**src/rtl/addsub_pkg.sv**
```systemverilog
// addsub_pkg: shared definitions for the chunk-serial adder/subtractor.
//   OP_ADD / OP_SUB : encodings of the mode input m
//   state_t         : FSM state encoding (IDLE, RUN, DONE)
//   idx_width()     : width of the chunk index counter (clog2, minimum 1)
package addsub_pkg;

  localparam logic OP_ADD = 1'b0;
  localparam logic OP_SUB = 1'b1;

  typedef enum logic [1:0] {
    IDLE = 2'd0,
    RUN  = 2'd1,
    DONE = 2'd2
  } state_t;

  // A single-chunk configuration still needs a 1-bit counter.
  function automatic int idx_width(input int nchunk);
    return (nchunk > 1) ? $clog2(nchunk) : 1;
  endfunction

endpackage

```
**src/rtl/addsub_slice.sv**
```systemverilog
// addsub_slice: combinational CHUNK-bit ripple adder slice with optional
// B inversion for subtraction.
//   a, b  : CHUNK-bit operand chunks
//   m     : 1 inverts b (subtract); the +1 comes in through cin
//   cin   : carry into bit 0
//   sum   : CHUNK-bit result chunk
//   cout  : carry out of the slice MSB
//   cmsb  : carry into the slice MSB (used for signed overflow)
module addsub_slice #(
  parameter int CHUNK = 4
) (
  input  logic [CHUNK-1:0] a,
  input  logic [CHUNK-1:0] b,
  input  logic             m,
  input  logic             cin,
  output logic [CHUNK-1:0] sum,
  output logic             cout,
  output logic             cmsb
);

  logic [CHUNK-1:0] bx;
  logic [CHUNK:0]   c;

  assign bx = b ^ {CHUNK{m}};

  always_comb begin
    sum  = '0;
    c    = '0;
    c[0] = cin;
    for (int i = 0; i < CHUNK; i++) begin
      sum[i]  = a[i] ^ bx[i] ^ c[i];
      c[i+1]  = (a[i] & bx[i]) | (c[i] & (a[i] ^ bx[i]));
    end
  end

  assign cout = c[CHUNK];
  assign cmsb = c[CHUNK-1];

endmodule

```
**src/rtl/addsub_seq.sv**
```systemverilog
// addsub_seq: chunk-serial two's-complement adder/subtractor.
// Processes CHUNK bits per clock, LSB chunk first, over WIDTH/CHUNK cycles.
//   clk, rst_n          : clock (rising edge), async active-low reset
//   in_valid/in_ready   : operand handshake for a, b, m (m: 0 add, 1 subtract)
//   out_valid/out_ready : result handshake for s, cout, ovf, zero
//   s                   : result modulo 2^WIDTH
//   cout                : carry out of MSB (subtract: 1 = no borrow)
//   ovf                 : signed overflow
//   zero                : final result is zero
//   state               : current FSM state, for debug/observation
//
// Handshake: a transfer happens on a rising edge where valid and ready are
// both 1. The producer holds valid and data until then; ready never depends
// combinationally on valid. One operation is in flight at a time: in_ready is
// low from accept until the result is taken, and the result is held stable
// for as long as out_valid is high.
module addsub_seq
  import addsub_pkg::*;
#(
  parameter int WIDTH = 16,
  parameter int CHUNK = 4
) (
  input  logic             clk,
  input  logic             rst_n,
  input  logic             in_valid,
  output logic             in_ready,
  input  logic [WIDTH-1:0] a,
  input  logic [WIDTH-1:0] b,
  input  logic             m,
  output logic             out_valid,
  input  logic             out_ready,
  output logic [WIDTH-1:0] s,
  output logic             cout,
  output logic             ovf,
  output logic             zero,
  output state_t           state
);

  localparam int NCHUNK = WIDTH / CHUNK;
  localparam int IDXW   = idx_width(NCHUNK);
  localparam logic [IDXW-1:0] LAST_IDX = IDXW'(NCHUNK - 1);

  generate
    if (CHUNK < 1 || CHUNK > WIDTH || (WIDTH % CHUNK) != 0) begin : g_bad_params
      $error("addsub_seq: WIDTH must be a positive multiple of CHUNK");
    end
  endgenerate

  logic [WIDTH-1:0] a_q, b_q, s_next;
  logic             m_q, carry;
  logic [IDXW-1:0]  idx;
  int               base;
  logic [CHUNK-1:0] sl_sum;
  logic             sl_cout, sl_cmsb;

  assign base = int'(idx) * CHUNK;

  addsub_slice #(.CHUNK(CHUNK)) u_slice (
    .a    (a_q[base +: CHUNK]),
    .b    (b_q[base +: CHUNK]),
    .m    (m_q),
    .cin  (carry),
    .sum  (sl_sum),
    .cout (sl_cout),
    .cmsb (sl_cmsb)
  );

  // Result with the current chunk merged in; on the last chunk this is the
  // full WIDTH-bit result, which is what zero is computed from.
  always_comb begin
    s_next = s;
    s_next[base +: CHUNK] = sl_sum;
  end

  always_ff @(posedge clk or negedge rst_n) begin
    if (!rst_n) begin
      state     <= IDLE;
      in_ready  <= 1'b0;
      out_valid <= 1'b0;
      s         <= '0;
      cout      <= 1'b0;
      ovf       <= 1'b0;
      zero      <= 1'b0;
      idx       <= '0;
      a_q       <= '0;
      b_q       <= '0;
      m_q       <= 1'b0;
      carry     <= 1'b0;
    end else begin
      case (state)
        IDLE: begin
          if (in_valid && in_ready) begin
            a_q      <= a;
            b_q      <= b;
            m_q      <= m;
            carry    <= (m == OP_SUB);  // the +1 of A + ~B + 1
            idx      <= '0;
            in_ready <= 1'b0;
            state    <= RUN;
          end else begin
            in_ready <= 1'b1;
          end
        end
        RUN: begin
          s     <= s_next;
          carry <= sl_cout;
          if (idx == LAST_IDX) begin
            cout      <= sl_cout;
            ovf       <= sl_cmsb ^ sl_cout;
            zero      <= ~|s_next;
            out_valid <= 1'b1;
            idx       <= '0;
            state     <= DONE;
          end else begin
            idx <= idx + 1'b1;
          end
        end
        DONE: begin
          if (out_ready) begin
            out_valid <= 1'b0;
            in_ready  <= 1'b1;
            state     <= IDLE;
          end
        end
        default: state <= IDLE;
      endcase
    end
  end

endmodule
```
**config.mk**
```make
export PLATFORM = sky130hd
export DESIGN_NAME = addsub_seq
export DESIGN_NICKNAME = d
export VERILOG_FILES = /design/src/rtl/addsub_pkg.sv /design/src/rtl/addsub_slice.sv /design/src/rtl/addsub_seq.sv
export SDC_FILE = /design/constraint.sdc
export NUM_CORES = 1
export LEC_CHECK = 0
export BUFFER_PORTS_ARGS = -buffer_cell sky130_fd_sc_hd__buf_2
export CORE_ASPECT_RATIO = 0.6
export CORE_UTILIZATION = 39
export DETAILED_ROUTE_END_ITERATION = 10
export GPL_ROUTABILITY_DRIVEN = 1
export SLEW_MARGIN = 40
export SYNTH_ARGS = -nofsm -noshare
export SYNTH_HDL_FRONTEND = slang
export SYNTH_HIERARCHICAL = 1
export SYNTH_SLANG_ARGS = --single-unit
```
**constraint.sdc**
```tcl
create_clock -name clk -period 3.9 [get_ports clk]
set_input_delay 0.195 -clock clk [delete_from_list [all_inputs] [get_ports clk]]
set_output_delay 0.195 -clock clk [all_outputs]
set_load 0.01 [all_outputs]
```
---- Yosys cells after proc, flatten, opt, wreduce, memory -nomap -nowiden ----
Cells that the tools add are included.
word-level totals
  flip-flop bits (word level) ............. 59
  latch bits .............................. 0
  memory bits (writable) .................. 0
  memory bits (read-only) ................. 0
  word-level logic and storage cells ...... 75
  memories ................................ 0
cells by class
  add/sub/neg operators ................... 2
  multiply operators ...................... 0
  div/mod/pow operators ................... 0
  order comparisons ....................... 0
  equal/unequal tests ..................... 6
  shift operators ......................... 4
  muxes and demuxes ....................... 16
  bitwise gates (word level) .............. 22
  reduce and logical (&&, ||, !) cells .... 13
operators with widths
  cell                                                    count
  negator 4 -> 33 bit                                     1
  variable shift 4 x 33 -> 16 bit (first input constant)  1
  variable part select 4 x 33 -> 16 bit                   1
  variable part select 16 x 5 -> 4 bit                    2
  bitwise mux 16 bit                                      1
  OR reduction 16 bit                                     1
  2-to-1 mux 2 bit                                        5
  bitwise XOR 1 bit                                       9
  AND 1 bit                                               8
  AND reduction 2 bit                                     4
  inequality test 2 bit (second input constant)           3
  case mux 1 bit (2 select lines)                         3
  case mux 2 bit (3 select lines)                         1
  AND reduction 3 bit                                     2
  nonzero test 2 bit                                      3
  2-to-1 mux 1 bit                                        5
  equality test 2 bit (second input constant)             2
  bitwise OR 1 bit                                        4
  case mux 2 bit (2 select lines)                         1
  bitwise XOR 4 bit                                       1
  adder 2 x 1 -> 2 bit (second input constant)            1
  equality test 2 x 1 -> 1 bit (second input constant)    1
  zero test 2 bit                                         1
  logical AND 1 bit                                       1
  zero test 1 bit                                         1

---- Logic depth before layout (Yosys ltp) ----
Gate-level depths: netlist (run 1).
  depth after elaboration ................. 14
  gate-level depth with buffers ........... 15
  depth with buffers taken out ............ 13

---- Modules after synthesis ----
Netlist (run 1), hierarchy kept.
by module, submodules not included
  module        instances  cells an instance  area an instance (sq um)
  addsub_seq    1          200                2765.2
  addsub_slice  1          16                 145.1

---- Worst setup path before layout (run 1) ----
No wires, ideal clock.
  path type ............................... reg2reg
  start ................................... reg idx[0]
  end ..................................... reg zero
  data arrival time ....................... 3.633 ns
  data required time ...................... 3.770 ns
  setup slack ............................. 0.137 ns
  stages on the path, launching flop included .. 16
  period minus slack after synthesis ...... 3.763 ns
  cell sequence ........................... dfrtp_1 > clkbuf_8 > buf_4 > mux4_2 > xnor2_1 > fa_1 > inv_1 > fa_1 > fa_1 > inv_1 > fa_1 > inv_1 > nor3_1 > or4_1 > o221ai_1 > o31ai_1
on the way
  word-level cells in the longest chain between the ends .. 14
  elaborated cells on any way between the ends .. 28
ends and longest elaborated chain
  what                                       RTL line            RTL
  start: declaration                         addsub_seq.sv:51    logic [IDXW-1:0] idx;
  start signal: assignment                   addsub_seq.sv:115   idx <= idx + 1'b1;
  variable part select 16 x 5 -> 4 bit       addsub_seq.sv:60    .b (b_q[base +: CHUNK]),
  bitwise XOR 4 bit                          addsub_slice.sv:24  assign bx = b ^ {CHUNK{m}};
  bitwise XOR 1 bit                          addsub_slice.sv:32  c[i+1] = (a[i] & bx[i]) | (c[i] & (a[i] ^ bx[i]));
  AND 1 bit                                  addsub_slice.sv:32
  bitwise OR 1 bit                           addsub_slice.sv:32
  AND 1 bit                                  addsub_slice.sv:32
  bitwise OR 1 bit                           addsub_slice.sv:32
  AND 1 bit                                  addsub_slice.sv:32
  bitwise OR 1 bit (*)                       addsub_slice.sv:32
  via sl_cmsb                                addsub_seq.sv:54    logic sl_cout, sl_cmsb;
  bitwise XOR 1 bit (*)                      addsub_slice.sv:31  sum[i] = a[i] ^ bx[i] ^ c[i];
  via sl_sum[3]                              addsub_seq.sv:53    logic [CHUNK-1:0] sl_sum;
  variable part select 4 x 33 -> 16 bit (*)  addsub_seq.sv:72    s_next[base +: CHUNK] = sl_sum;
  bitwise mux 16 bit (*)                     addsub_seq.sv:72
  OR reduction 16 bit (*)                    addsub_seq.sv:110   zero <= ~|s_next;
  zero test 1 bit (*)                        addsub_seq.sv:110
  end signal: assignment                     addsub_seq.sv:110
  end: declaration                           addsub_seq.sv:35    output logic zero,
Mark *: on every way through the listed nets, which the timed path passes. The rest lies on a longest branch.
A chain may end at the register's enable or synchronous reset.

---- Worst setup path after layout (run 1) ----
Ends and elaborated chain as after synthesis.

==> impl_summary.txt, run 1 <==
----------------------------------------------------
[Outcome]
  Outcome ... finished clean

[Global routing]
  Number of global-route vias before repair ... 2086
  Leftover overflow at the end of global routing ... 0
  Antenna violations before repair ... 0
  Global-route wire length before repair ... roughly 11000 um
  Maximum number of pins on one net before global-route repair ... 42
  All-layer global routing usage ... 0.192

[Placement]
  Hpwl dp ... 4740 um
  Routability-driven placement congestion ratio ... between 0.8 and 0.9
  Number of buffers inserted by port buffering ... 59
  Post-placement cell area ... between 3000 and 4000 um^2

[Clock tree]
  Root Buffer Master ... sky130_fd_sc_hd__clkbuf_16
  Hold Buf Count CTS ... 1
  Sink count of the clock tree ... slightly below 60
  Total CTS buffers ... 9
  Post-CTS Resized ... 0
  Post-CTS Setup Inserts ... 0
  Reg clk slew, reported paths ... approximately 0.050 ns
  Bufs on Longest Clock Path ... 2
  Clock latency on the worst-skew pair ... 0.33 ns
  Number of levels in the clock H-tree ... 3
  CTS tree ... done

[Timing]
  Worst slew slack as a fraction of its limit ... 0.569
  Peak Freq ... between 200 and 300 MHz
  Worst setup skew after layout ... 0.00608 ns
  Final worst path period need ... 3.61 ns
  Final worst path period share ... 0.925
  Final-report hold violation count ... 0
  RSZ-0062 raised after global routing ... no
  Slew at the pin closest to its max-slew limit ... approximately 0.64 ns
  Final setup vio count ... 0
  Post-route setup TNS ... 0 ns
  Number of pins with negative max-slew slack in the final report ... 0

[Power and ir drop]
  Share of power burned in the clock network ... 0.200
  Sum of internal, switching and leakage power ... between 3 and 4 mW
  Power per Cell Area ... ~1100 nW/um^2
  Leak Pwr ... ~1.7 nW
  Share of total power in sequential cells ... 0.281
  Switching component of the power ... 1.56 mW
  Internal power contribution ... ~2.3 mW
  Combinational cell fraction of total power ... 0.519
  Switching share of total power ... 0.403
  Worst-case vdd ir drop ... around 0.55 mV

[Routing]
  Pre-Repair DR Iteration Count ... 4
  Via density per instance ... between 5 and 6
  DR DRC count ... 0
  Sum of routed wire length over all layers ... roughly 6400 um
  DRT antenna net count ... 0
  Wire length per cell after detailed routing ... around 16 um
  Via Count ... 1960
  Starting DRC count in detailed routing ... a little over 70

[Die]
  Starting utilization of the core area ... 0.420
  Horizontal die dimension ... between 100 and 150 um
  Die height ... about 69 um
  Die area ... between 7000 and 8000 um^2
  Number of cell rows ... 23
  Core area ... just under 7000 um^2
  Total I/O pin count ... 60

[Final layout]
  Share of cells above drive strength 1 ... 0.451
  N_diodes ... 0
  Area delta synth->final ... 23.5%
  Top library cells by usage in the layout, fill and taps aside ... 59 x sky130_fd_sc_hd__dfrtp_1, 59 x sky130_fd_sc_hd__buf_2, 34 x sky130_fd_sc_hd__mux2_2
  Fin nets ... 330
  Design area ... between 3000 and 4000 um^2

[Setup path]
  Crit path capture type ... flop
  Crit path launch type ... flop
  Crit path kind ... flop to flop
  Arrival time at the worst endpoint ... ~3.8 ns
  Required time at the worst-slack endpoint ... a little over 4 ns
  Highest fanout seen on the critical path ... 6

[Logic synthesis]
  Ys async rst share ... 1.00
  Post-Syn Instances ... approximately 220
  Flip-flop cell with the highest count after synthesis ... sky130_fd_sc_hd__dfrtp_1
  Part of the Yosys area used for sequential elements ... 0.507
  Mapped Nets ... 263
  Synthesized area divided by synthesized cell count ... around 13 um^2
  Count of warnings emitted by yosys ... 6
  Register bit total from synthesis ... a little under 60
  EDFF count, synth ... 0
  Post-Syn Area ... 2910 um^2
  Count of cell types in the netlist ... between 40 and 50

[Hold path]
  Path class of the lowest-slack min-delay path ... input pin to flop

[Job]
  Max Cap Violations ... 0

----------------------------------------------------
-- cells by family (layout without fill, tap and decap cells) --
logic type / Yosys count / in the layout / share of synthesized area
DFF: 59 / 59 / 0.507
muxes: 44 / 44 / 0.201
AOI/OAI and AO/OA: 37 / 37 / 0.0950
and+or+nand+nor: 37 / 37 / 0.0804
buffers and inverters: 24 / 96 / 0.0481
adders and majority gates: 10 / 10 / 0.0533
xor gates and xnor gates: 5 / 5 / 0.0151
-- path summary, 6_finish.rpt --
| path | from | endpoint | slack, ns | cells past startpoint |
|---|---|---|---|---|
| setup / recovery | idx[0]$_DFFE_PN0P_ | zero$_DFFE_PN0P_ | 0.29 | 14 |
| hold reg to reg | ovf$_DFFE_PN0P_ | ovf$_DFFE_PN0P_ | 0.49 | 2 |
| min in group asynchronous | rst_n | out_valid$_DFFE_PN0P_ | 0.34 | 2 |
| max in group asynchronous | rst_n | b_q[9]$_DFFE_PN0P_ | 2.67 | 3 |
| hold / removal | a[13] | a_q[13]$_DFFE_PN0P_ | 0.09 | 2 |
| setup reg to reg | idx[0]$_DFFE_PN0P_ | zero$_DFFE_PN0P_ | 0.29 | 14 |
-- per-layer routing --
metal	up-vias	track usage	routed length (um)	part of all wire
li1	927	-	-	-
met1	969	0.260	3260	0.51
met2	54	0.277	2630	0.41
met3	10	0.0752	402	0.063
met4	0	0.0789	85	0.013
met5	-	0	0	0
-- flip-flops by register name, indices dropped and copies added (netlist names) --
register   cells
idx            2
b_q           16
cout           1
zero           1
a_q           16
ovf            1
out_valid      1
carry          1
in_ready       1
state          2
s             16
m_q            1
-- critical path: stages, from the launching register on --
cell	delay [ns]
sky130_fd_sc_hd__dfrtp_1	0.39
sky130_fd_sc_hd__buf_4	0.21
sky130_fd_sc_hd__mux4_2	0.52
sky130_fd_sc_hd__inv_1	0.10
sky130_fd_sc_hd__fa_1	0.18
sky130_fd_sc_hd__inv_1	0.05
sky130_fd_sc_hd__fa_1	0.37
sky130_fd_sc_hd__fa_1	0.43
sky130_fd_sc_hd__inv_1	0.10
sky130_fd_sc_hd__fa_1	0.41
sky130_fd_sc_hd__inv_1	0.09
sky130_fd_sc_hd__nor3_1	0.05
sky130_fd_sc_hd__or4_1	0.40
sky130_fd_sc_hd__o221ai_1	0.09
sky130_fd_sc_hd__o31ai_1	0.10
-- cell type report --
cell class                      count  area [um^2]
Timing Repair Buffer               66          350
Multi-Input combinational cell    133         1290
Inverter                           14         52.6
Tap cell                          100          125
Fill cell                         621         3340
Sequential cell                    59         1480
Clock inverter                      5         52.6
Clock buffer                       11          243
-- Yosys cell counts (2+ instances only) --
| cell type | n | area, um^2 |
|---|---|---|
| sky130_fd_sc_hd__a32o_1 | 2 | 20.0 |
| sky130_fd_sc_hd__nor3b_1 | 2 | 15.0 |
| sky130_fd_sc_hd__mux2_2 | 34 | 383 |
| sky130_fd_sc_hd__nor4_1 | 3 | 18.8 |
| sky130_fd_sc_hd__xnor2_1 | 3 | 26.3 |
| sky130_fd_sc_hd__clkbuf_8 | 2 | 27.5 |
| sky130_fd_sc_hd__a22o_1 | 9 | 78.8 |
| sky130_fd_sc_hd__o31ai_1 | 2 | 15.0 |
| sky130_fd_sc_hd__ha_1 | 6 | 75.1 |
| sky130_fd_sc_hd__o21ai_0 | 8 | 40.0 |
| sky130_fd_sc_hd__nand2_1 | 15 | 56.3 |
| sky130_fd_sc_hd__inv_1 | 14 | 52.6 |
| sky130_fd_sc_hd__dfrtp_1 | 59 | 1480 |
| sky130_fd_sc_hd__xor2_1 | 2 | 17.5 |
| sky130_fd_sc_hd__buf_2 | 3 | 15.0 |
| sky130_fd_sc_hd__mux4_2 | 8 | 180 |
| sky130_fd_sc_hd__nand2b_1 | 2 | 12.5 |
| sky130_fd_sc_hd__nor3_1 | 4 | 20.0 |
| sky130_fd_sc_hd__a22o_2 | 3 | 30.0 |
| sky130_fd_sc_hd__or4_1 | 2 | 15.0 |
| sky130_fd_sc_hd__buf_6 | 3 | 33.8 |
| sky130_fd_sc_hd__fa_1 | 4 | 80.1 |
| sky130_fd_sc_hd__a21oi_1 | 4 | 20.0 |
-- per-stage QoR --
| stage | setup slack [ns] | instances | hold WS, ns | utilization |
|---|---|---|---|---|
| floorplan | 0.137 | 216 | -0.101 | - |
| global placement | 0.401 | 371 | 0.168 | 0.474 |
| detailed placement | 0.293 | 371 | 0.172 | 0.474 |
| CTS | 0.286 | 388 | 0.0712 | 0.518 |
| global route | 0.0737 | 388 | 0.0813 | 0.518 |
| finish | 0.292 | 388 | 0.0855 | 0.518 |
-- power by group through the flow --
stage	clock (mW)	combinational (mW)	sequential, mW
final	0.776	2.02	1.09
after global routing	0.829	2.24	1.13
after CTS	0.798	2.02	1.10
after detailed placement	0	2.01	1.10
after global placement	0	1.97	1.10
after floorplan	0	1.45	1.06
No activity file was read; power rests on OpenSTA's default activity.
==> run 2, diff against run 1 <==
--- a/config.mk
+++ b/config.mk
@@ -14,4 +14,3 @@
 export SYNTH_ARGS = -nofsm -noshare
 export SYNTH_HDL_FRONTEND = slang
-export SYNTH_HIERARCHICAL = 1
 export SYNTH_SLANG_ARGS = --single-unit
==> constraint.sdc (replaced) <==
create_clock -name clk -period 3.9 [get_ports clk]
set_input_delay 0.195 -clock clk [delete_from_list [all_inputs] [get_ports clk]]
set_output_delay 0.195 -clock clk [all_outputs]
set_load 0.05 [all_outputs]
==> run 2 against run 1 <==
  * Critical endpoint unchanged
  * Hold slack better by 0.0034 ns
  * Global-route usage down 1.3 points
  * Largest cell class unchanged
  * Non-clock buffer count unchanged
==> impl_summary.txt, run 2 <==
----------------------------------------------------
[Setup path]
  Required time at the worst-slack endpoint ... between 4 and 5 ns
  Levels on crit path ... 11
  Number of cell instances on the worst register-to-register path ... 11
  CP max stage delay ... between 0.5 and 0.6 ns
  Crit path from ... idx[0]$_DFFE_PN0P_
  Most prevalent standard cell on the critical path ... sky130_fd_sc_hd__fa_1
  Critical Path Sink ... zero$_DFFE_PN0P_
  Crit path kind ... flop to flop
  Highest fanout seen on the critical path ... 6
  Crit path launch type ... flop
  Setup slack, reg-to-reg ... ~0.36 ns
  Kind of cell adding the most delay to the critical path ... adder cells
  Buffer and inverter count on the worst path ... 2
  Critical R2R Launch ... idx[0]$_DFFE_PN0P_
  CP max-delay cell ... sky130_fd_sc_hd__fa_1
  Arrival time at the worst endpoint ... between 3 and 4 ns
  Chain of cells forming the critical path ... mux4_2 > xor2_1 > fa_1 > inv_1 > fa_1 > fa_1 > inv_1 > fa_1 > o311ai_0 > o2111ai_1 > o31ai_2
  Crit path capture type ... flop
  End of the worst register-to-register path ... zero$_DFFE_PN0P_

[Global routing]
  Antenna violations before repair ... 0
  Number of global-route vias before repair ... just under 2000
  Maximum number of pins on one net before global-route repair ... 60
  All-layer global routing usage ... 0.179
  Global-route wire length before repair ... 9990 um
  Leftover overflow at the end of global routing ... 0

[Timing]
  Number of pins with negative max-slew slack in the final report ... 0
  Worst setup skew after layout ... just over 0.007 ns
  RSZ-0062 raised after global routing ... no
  Final setup vio count ... 0
  Slew at the pin closest to its max-slew limit ... roughly 0.53 ns
  Peak Freq ... around 280 MHz
  Post-route setup TNS ... 0 ns
  Final worst path period need ... ~3.5 ns
  Worst slew slack as a fraction of its limit ... 0.643
  Final-report hold violation count ... 0
  Final worst path period share ... 0.907

[Routing]
  Starting DRC count in detailed routing ... a little under 70
  Pre-Repair DR Iteration Count ... 4
  Via density per instance ... 5.15
  Sum of routed wire length over all layers ... approximately 6000 um
  Wire length per cell after detailed routing ... 16.1 um
  Via Count ... about 2000
  DR DRC count ... 0
  DRT antenna net count ... 0

[Clock tree]
  Post-CTS Setup Inserts ... 0
  Total CTS buffers ... 9
  Reg clk slew, reported paths ... roughly 0.05 ns
  Root Buffer Master ... sky130_fd_sc_hd__clkbuf_16
  CTS tree ... done
  Bufs on Longest Clock Path ... 2
  Clock latency on the worst-skew pair ... 0.34 ns
  Number of levels in the clock H-tree ... 3
  Post-CTS Resized ... 0
  Hold Buf Count CTS ... 0
  Sink count of the clock tree ... 59

[Placement]
  Number of buffers inserted by port buffering ... 59
  Hpwl dp ... ~4400 um
  Routability-driven placement congestion ratio ... between 0.8 and 0.9

[Final layout]
  Area delta synth->final ... 24.8%
  N_diodes ... 0
  Share of cells above drive strength 1 ... 0.428
  Layout filler cell count ... approximately 600
  Top library cells by usage in the layout, fill and taps aside ... 59 x sky130_fd_sc_hd__dfrtp_1, 59 x sky130_fd_sc_hd__buf_2, 37 x sky130_fd_sc_hd__mux2_2
  Largest regs ... a_q (16), b_q (16), s (16)
  Fin nets ... between 300 and 400

[Job]
  Max Cap Violations ... 0

[Die]
  Starting utilization of the core area ... 0.416
  Total I/O pin count ... 60
  Core area ... ~7000 um^2
  Horizontal die dimension ... roughly 110 um
  Die area ... 7730 um^2
  Die height ... around 69 um
  Number of cell rows ... 23

[Logic synthesis]
  Most frequent cell after synthesis ... sky130_fd_sc_hd__dfrtp_1
  Ys async rst share ... 1.00
  Most instantiated cells after synthesis ... 59 x sky130_fd_sc_hd__dfrtp_1, 37 x sky130_fd_sc_hd__mux2_2, 17 x sky130_fd_sc_hd__nand2_1, 12 x sky130_fd_sc_hd__inv_1, 10 x sky130_fd_sc_hd__a22o_1
  Part of the Yosys area used for sequential elements ... 0.513
  Count of warnings emitted by yosys ... 0
  Count of cell types in the netlist ... between 40 and 50
  Post-Syn Instances ... approximately 220
  EDFF count, synth ... 0
  Top post-synthesis cells by area ... sky130_fd_sc_hd__dfrtp_1 51%, sky130_fd_sc_hd__mux2_2 14%, sky130_fd_sc_hd__mux4_2 6.3%
  Register bit total from synthesis ... 59
  Post-Syn Area ... 2880 um^2
  Synthesized area divided by synthesized cell count ... 13.0 um^2
  Mapped Nets ... 269
  Flip-flop cell with the highest count after synthesis ... sky130_fd_sc_hd__dfrtp_1
  Synth top area share ... 0.513
  Biggest area consumer among synthesized cells ... sky130_fd_sc_hd__dfrtp_1

[Hold path]
  Worst Hold Depth ... 2
  Path class of the lowest-slack min-delay path ... input pin to flop

[Outcome]
  Outcome ... finished clean

----------------------------------------------------
## run 2: per-stage QoR
stage | util | worst slack, ns | cells | area [um^2] | hold slack, ns
4_1_cts | 0.518 | 0.356 | 378 | 3580 | 0.0490
2_1_floorplan | - | 0.329 | 222 | 2880 | -0.101
5_1_grt | 0.520 | 0.0716 | 379 | 3590 | 0.0828
3_3_place_gp | 0.475 | 0.453 | 363 | 3280 | 0.395
3_5_place_dp | 0.475 | 0.394 | 363 | 3280 | 0.397
6_report | 0.520 | 0.365 | 379 | 3590 | 0.0889
## run 2: worst min path at each step
stage | startpoint | to | slack [ns]
2_1_floorplan | rst_n | a_q[0]$_DFFE_PN0P_ | -0.10
3_3_place_gp | rst_n | state[1]$_DFFE_PN0P_ | 0.40
3_5_place_dp | rst_n | out_valid$_DFFE_PN0P_ | 0.40
4_1_cts | rst_n | out_valid$_DFFE_PN0P_ | 0.05
5_1_grt | a[7] | a_q[7]$_DFFE_PN0P_ | 0.08
6_report | a[9] | a_q[9]$_DFFE_PN0P_ | 0.09
## run 2: final cells by class
| class | instances | area (um^2) | area share |
|---|---|---|---|
| clock buffer | 13 | 260 | 0.0725 |
| inverter | 12 | 45.0 | 0.0125 |
| sequential | 59 | 1480 | 0.411 |
| clock inverter | 2 | 35.0 | 0.00976 |
| tap | 87 | 109 | 0.0303 |
| timing repair buffer | 66 | 354 | 0.0986 |
| multi-input combinational | 140 | 1310 | 0.365 |
## run 2: kinds of logic (layout without fill, tap and decap cells)
logic type	count (synthesis)	in the layout	share of synthesized area
AOI/OAI and AO/OA	35	35	0.0913
xor gates and xnor gates	5	5	0.0152
adders and majority gates	10	10	0.0539
buffers and inverters	23	93	0.0331
DFF	59	59	0.513
muxes	46	46	0.211
and+or+nand+nor	44	44	0.0822
## run 2: per-layer routing
metal,wire (um),vias up,GRT usage,share of wire
li1,-,941,-,-
met1,3120,936,0.254,0.51
met2,2470,62,0.246,0.41
met3,402,13,0.0673,0.066
met4,87,0,0.0740,0.014
met5,0,-,0,0
Power of run 2 is left out: the tool's default activity adds up to more than one toggle a clock period on the data nets, which glitch-free logic cannot reach.
==> run 3, diff against run 2 <==
==> constraint.sdc (replaced) <==
create_clock -name clk -period 3.9 [get_ports clk]
set_input_delay 0.78 -clock clk [delete_from_list [all_inputs] [get_ports clk]]
set_output_delay 0.78 -clock clk [all_outputs]
set_load 0.01 [all_outputs]
==> run 3 against run 2 <==
  * Sequential cell count did not move
  * Register-to-register slack worse by 0.03 ns
  * First-iteration DRC count rose by 12%
  * Critical path depth unchanged
  * Design area fell by 0.17%
  * Largest cell class unchanged
==> impl_summary.txt, run 3 (synthesis results as in run 2) <==
----------------------------------------------------
[Setup path]
  Arrival time at the worst endpoint ... 3.81 ns
  Required time at the worst-slack endpoint ... between 4 and 5 ns
  Crit path capture type ... flop
  Crit path launch type ... flop
  Highest fanout seen on the critical path ... 6
  Crit path kind ... flop to flop

[Clock tree]
  Sink count of the clock tree ... 59
  Reg clk slew, reported paths ... roughly 0.050 ns
  Bufs on Longest Clock Path ... 2
  Clock latency on the worst-skew pair ... roughly 0.33 ns
  Total CTS buffers ... 9
  Hold Buf Count CTS ... 0
  Number of levels in the clock H-tree ... 3
  Post-CTS Setup Inserts ... 0
  CTS tree ... done
  Root Buffer Master ... sky130_fd_sc_hd__clkbuf_16
  Post-CTS Resized ... 0

[Routing]
  Met3 wire len ... roughly 450 um
  Pre-Repair DR Iteration Count ... 4
  Via density per instance ... 5.22
  Starting DRC count in detailed routing ... 77
  Metal-1 WL ... ~3200 um
  Via Count ... between 1500 and 2000
  DRT antenna net count ... 0
  Sum of routed wire length over all layers ... about 6200 um
  Wire length per cell after detailed routing ... approximately 16 um
  DR top layer ... met4
  Length of routed met2 wiring ... around 2400 um
  DR DRC count ... 0

[Power and ir drop]
  Worst-case vdd ir drop ... 0.627 mV
  Combinational cell fraction of total power ... 0.512
  Power per Cell Area ... 1080 nW/um^2
  Share of total power in sequential cells ... 0.285
  Switching share of total power ... 0.399
  Internal power contribution ... roughly 2.3 mW
  Sum of internal, switching and leakage power ... 3.86 mW
  Share of power burned in the clock network ... 0.204
  Leak Pwr ... 1.66 nW
  Switching component of the power ... 1.54 mW

[Placement]
  Hpwl dp ... 4540 um
  Placed cell count ... around 360
  Number of buffers inserted by port buffering ... 59
  Routability-driven placement congestion ratio ... around 0.84
  Post-placement cell area ... 3280 um^2

[Final layout]
  Fin nets ... ~330
  Share of cells above drive strength 1 ... 0.436
  Largest regs ... a_q (16), b_q (16), s (16)
  Area delta synth->final ... 24.6%
  Design area ... between 3000 and 4000 um^2
  Top library cells by usage in the layout, fill and taps aside ... 59 x sky130_fd_sc_hd__dfrtp_1, 59 x sky130_fd_sc_hd__buf_2, 37 x sky130_fd_sc_hd__mux2_2
  Cell Count, Final, Fillers Out ... 378
  N_diodes ... 0

[Global routing]
  All-layer global routing usage ... 0.180
  Maximum number of pins on one net before global-route repair ... 40
  Leftover overflow at the end of global routing ... 0
  Antenna violations before repair ... 0
  Global-route wire length before repair ... 9950 um
  Number of global-route vias before repair ... ~1900

[Timing]
  Number of pins with negative max-slew slack in the final report ... 0
  RSZ-0062 raised after global routing ... no
  Final worst path period share ... 0.914
  Post-route setup TNS ... 0 ns
  Worst setup skew after layout ... 0.00637 ns
  Worst slew slack as a fraction of its limit ... 0.522
  Final-report hold violation count ... 0
  Peak Freq ... 281 MHz
  Final worst path period need ... about 3.6 ns
  Final setup vio count ... 0
  Slew at the pin closest to its max-slew limit ... ~0.72 ns

[Job]
  Max Cap Violations ... 0

[Die]
  Die area ... 7730 um^2
  Number of cell rows ... 23
  Die height ... around 69 um
  Core area ... 6910 um^2
  Starting utilization of the core area ... 0.416
  Horizontal die dimension ... around 110 um
  Total I/O pin count ... 60

[Outcome]
  Outcome ... finished clean

[Hold path]
  Path class of the lowest-slack min-delay path ... flop to flop

----------------------------------------------------
-- run 3: changes by cell type in the layout (fill, tap and decap cells not counted), sizes merged --
cell	before	now
clkbuf	13	11
dlygate4sd3	1	0
clkinvlp	0	2
-- run 3: metrics by stage --
step / worst slack (ns) / hold slack (ns) / util
after floorplan: 0.329 / 0.475 / -
after global placement: 0.451 / 0.481 / 0.475
after detailed placement: 0.371 / 0.492 / 0.475
after CTS: 0.351 / 0.503 / 0.519
after global routing: 0.189 / 0.525 / 0.519
final: 0.335 / 0.494 / 0.519
-- run 3: area by class of cell --
class | instances | area [um^2]
Tap cell | 87 | 109
Multi-Input combinational cell | 140 | 1310
Sequential cell | 59 | 1480
Inverter | 12 | 45.0
Fill cell | 624 | 3320
Clock buffer | 11 | 253
Clock inverter | 4 | 50.0
Timing Repair Buffer | 65 | 340
-- run 3: final timing paths --
path	startpoint	endpoint	slack, ns	depth (start not counted)
setup / recovery	idx[0]$_DFFE_PN0P_	zero$_DFFE_PN0P_	0.34	11
hold / removal	ovf$_DFFE_PN0P_	ovf$_DFFE_PN0P_	0.49	2
setup reg to reg	idx[0]$_DFFE_PN0P_	zero$_DFFE_PN0P_	0.34	11
hold reg to reg	ovf$_DFFE_PN0P_	ovf$_DFFE_PN0P_	0.49	2
max in group asynchronous	rst_n	s[15]$_DFFE_PN0P_	2.58	2
min in group asynchronous	rst_n	in_ready$_DFFE_PN0P_	0.50	1
-- run 3: power groups by stage --
stage	Sequential, mW	Combinational (mW)	Clock, mW
finish	1.10	1.97	0.785
global route	1.14	2.18	0.842
CTS	1.10	1.99	0.805
detailed placement	1.11	1.99	0
global placement	1.10	1.96	0
floorplan	1.07	1.40	0
-- run 3: critical path, stage by stage, from the launching register on --
cell and delay, ns:
sky130_fd_sc_hd__dfrtp_1 0.36, sky130_fd_sc_hd__mux4_2 0.51, sky130_fd_sc_hd__xor2_1 0.19, sky130_fd_sc_hd__fa_1 0.20
sky130_fd_sc_hd__inv_1 0.05, sky130_fd_sc_hd__fa_1 0.38, sky130_fd_sc_hd__fa_1 0.42, sky130_fd_sc_hd__inv_1 0.09
sky130_fd_sc_hd__fa_1 0.52, sky130_fd_sc_hd__o311ai_0 0.38, sky130_fd_sc_hd__o2111ai_1 0.18, sky130_fd_sc_hd__o31ai_2 0.19
-- run 3: per-layer routing --
metal | global-route usage | vias to the layer above
met1 | 0.253 | 963
met4 | 0.0576 | 0
met2 | 0.244 | 59
met3 | 0.0839 | 6
met5 | 0 | -
li1 | - | 947
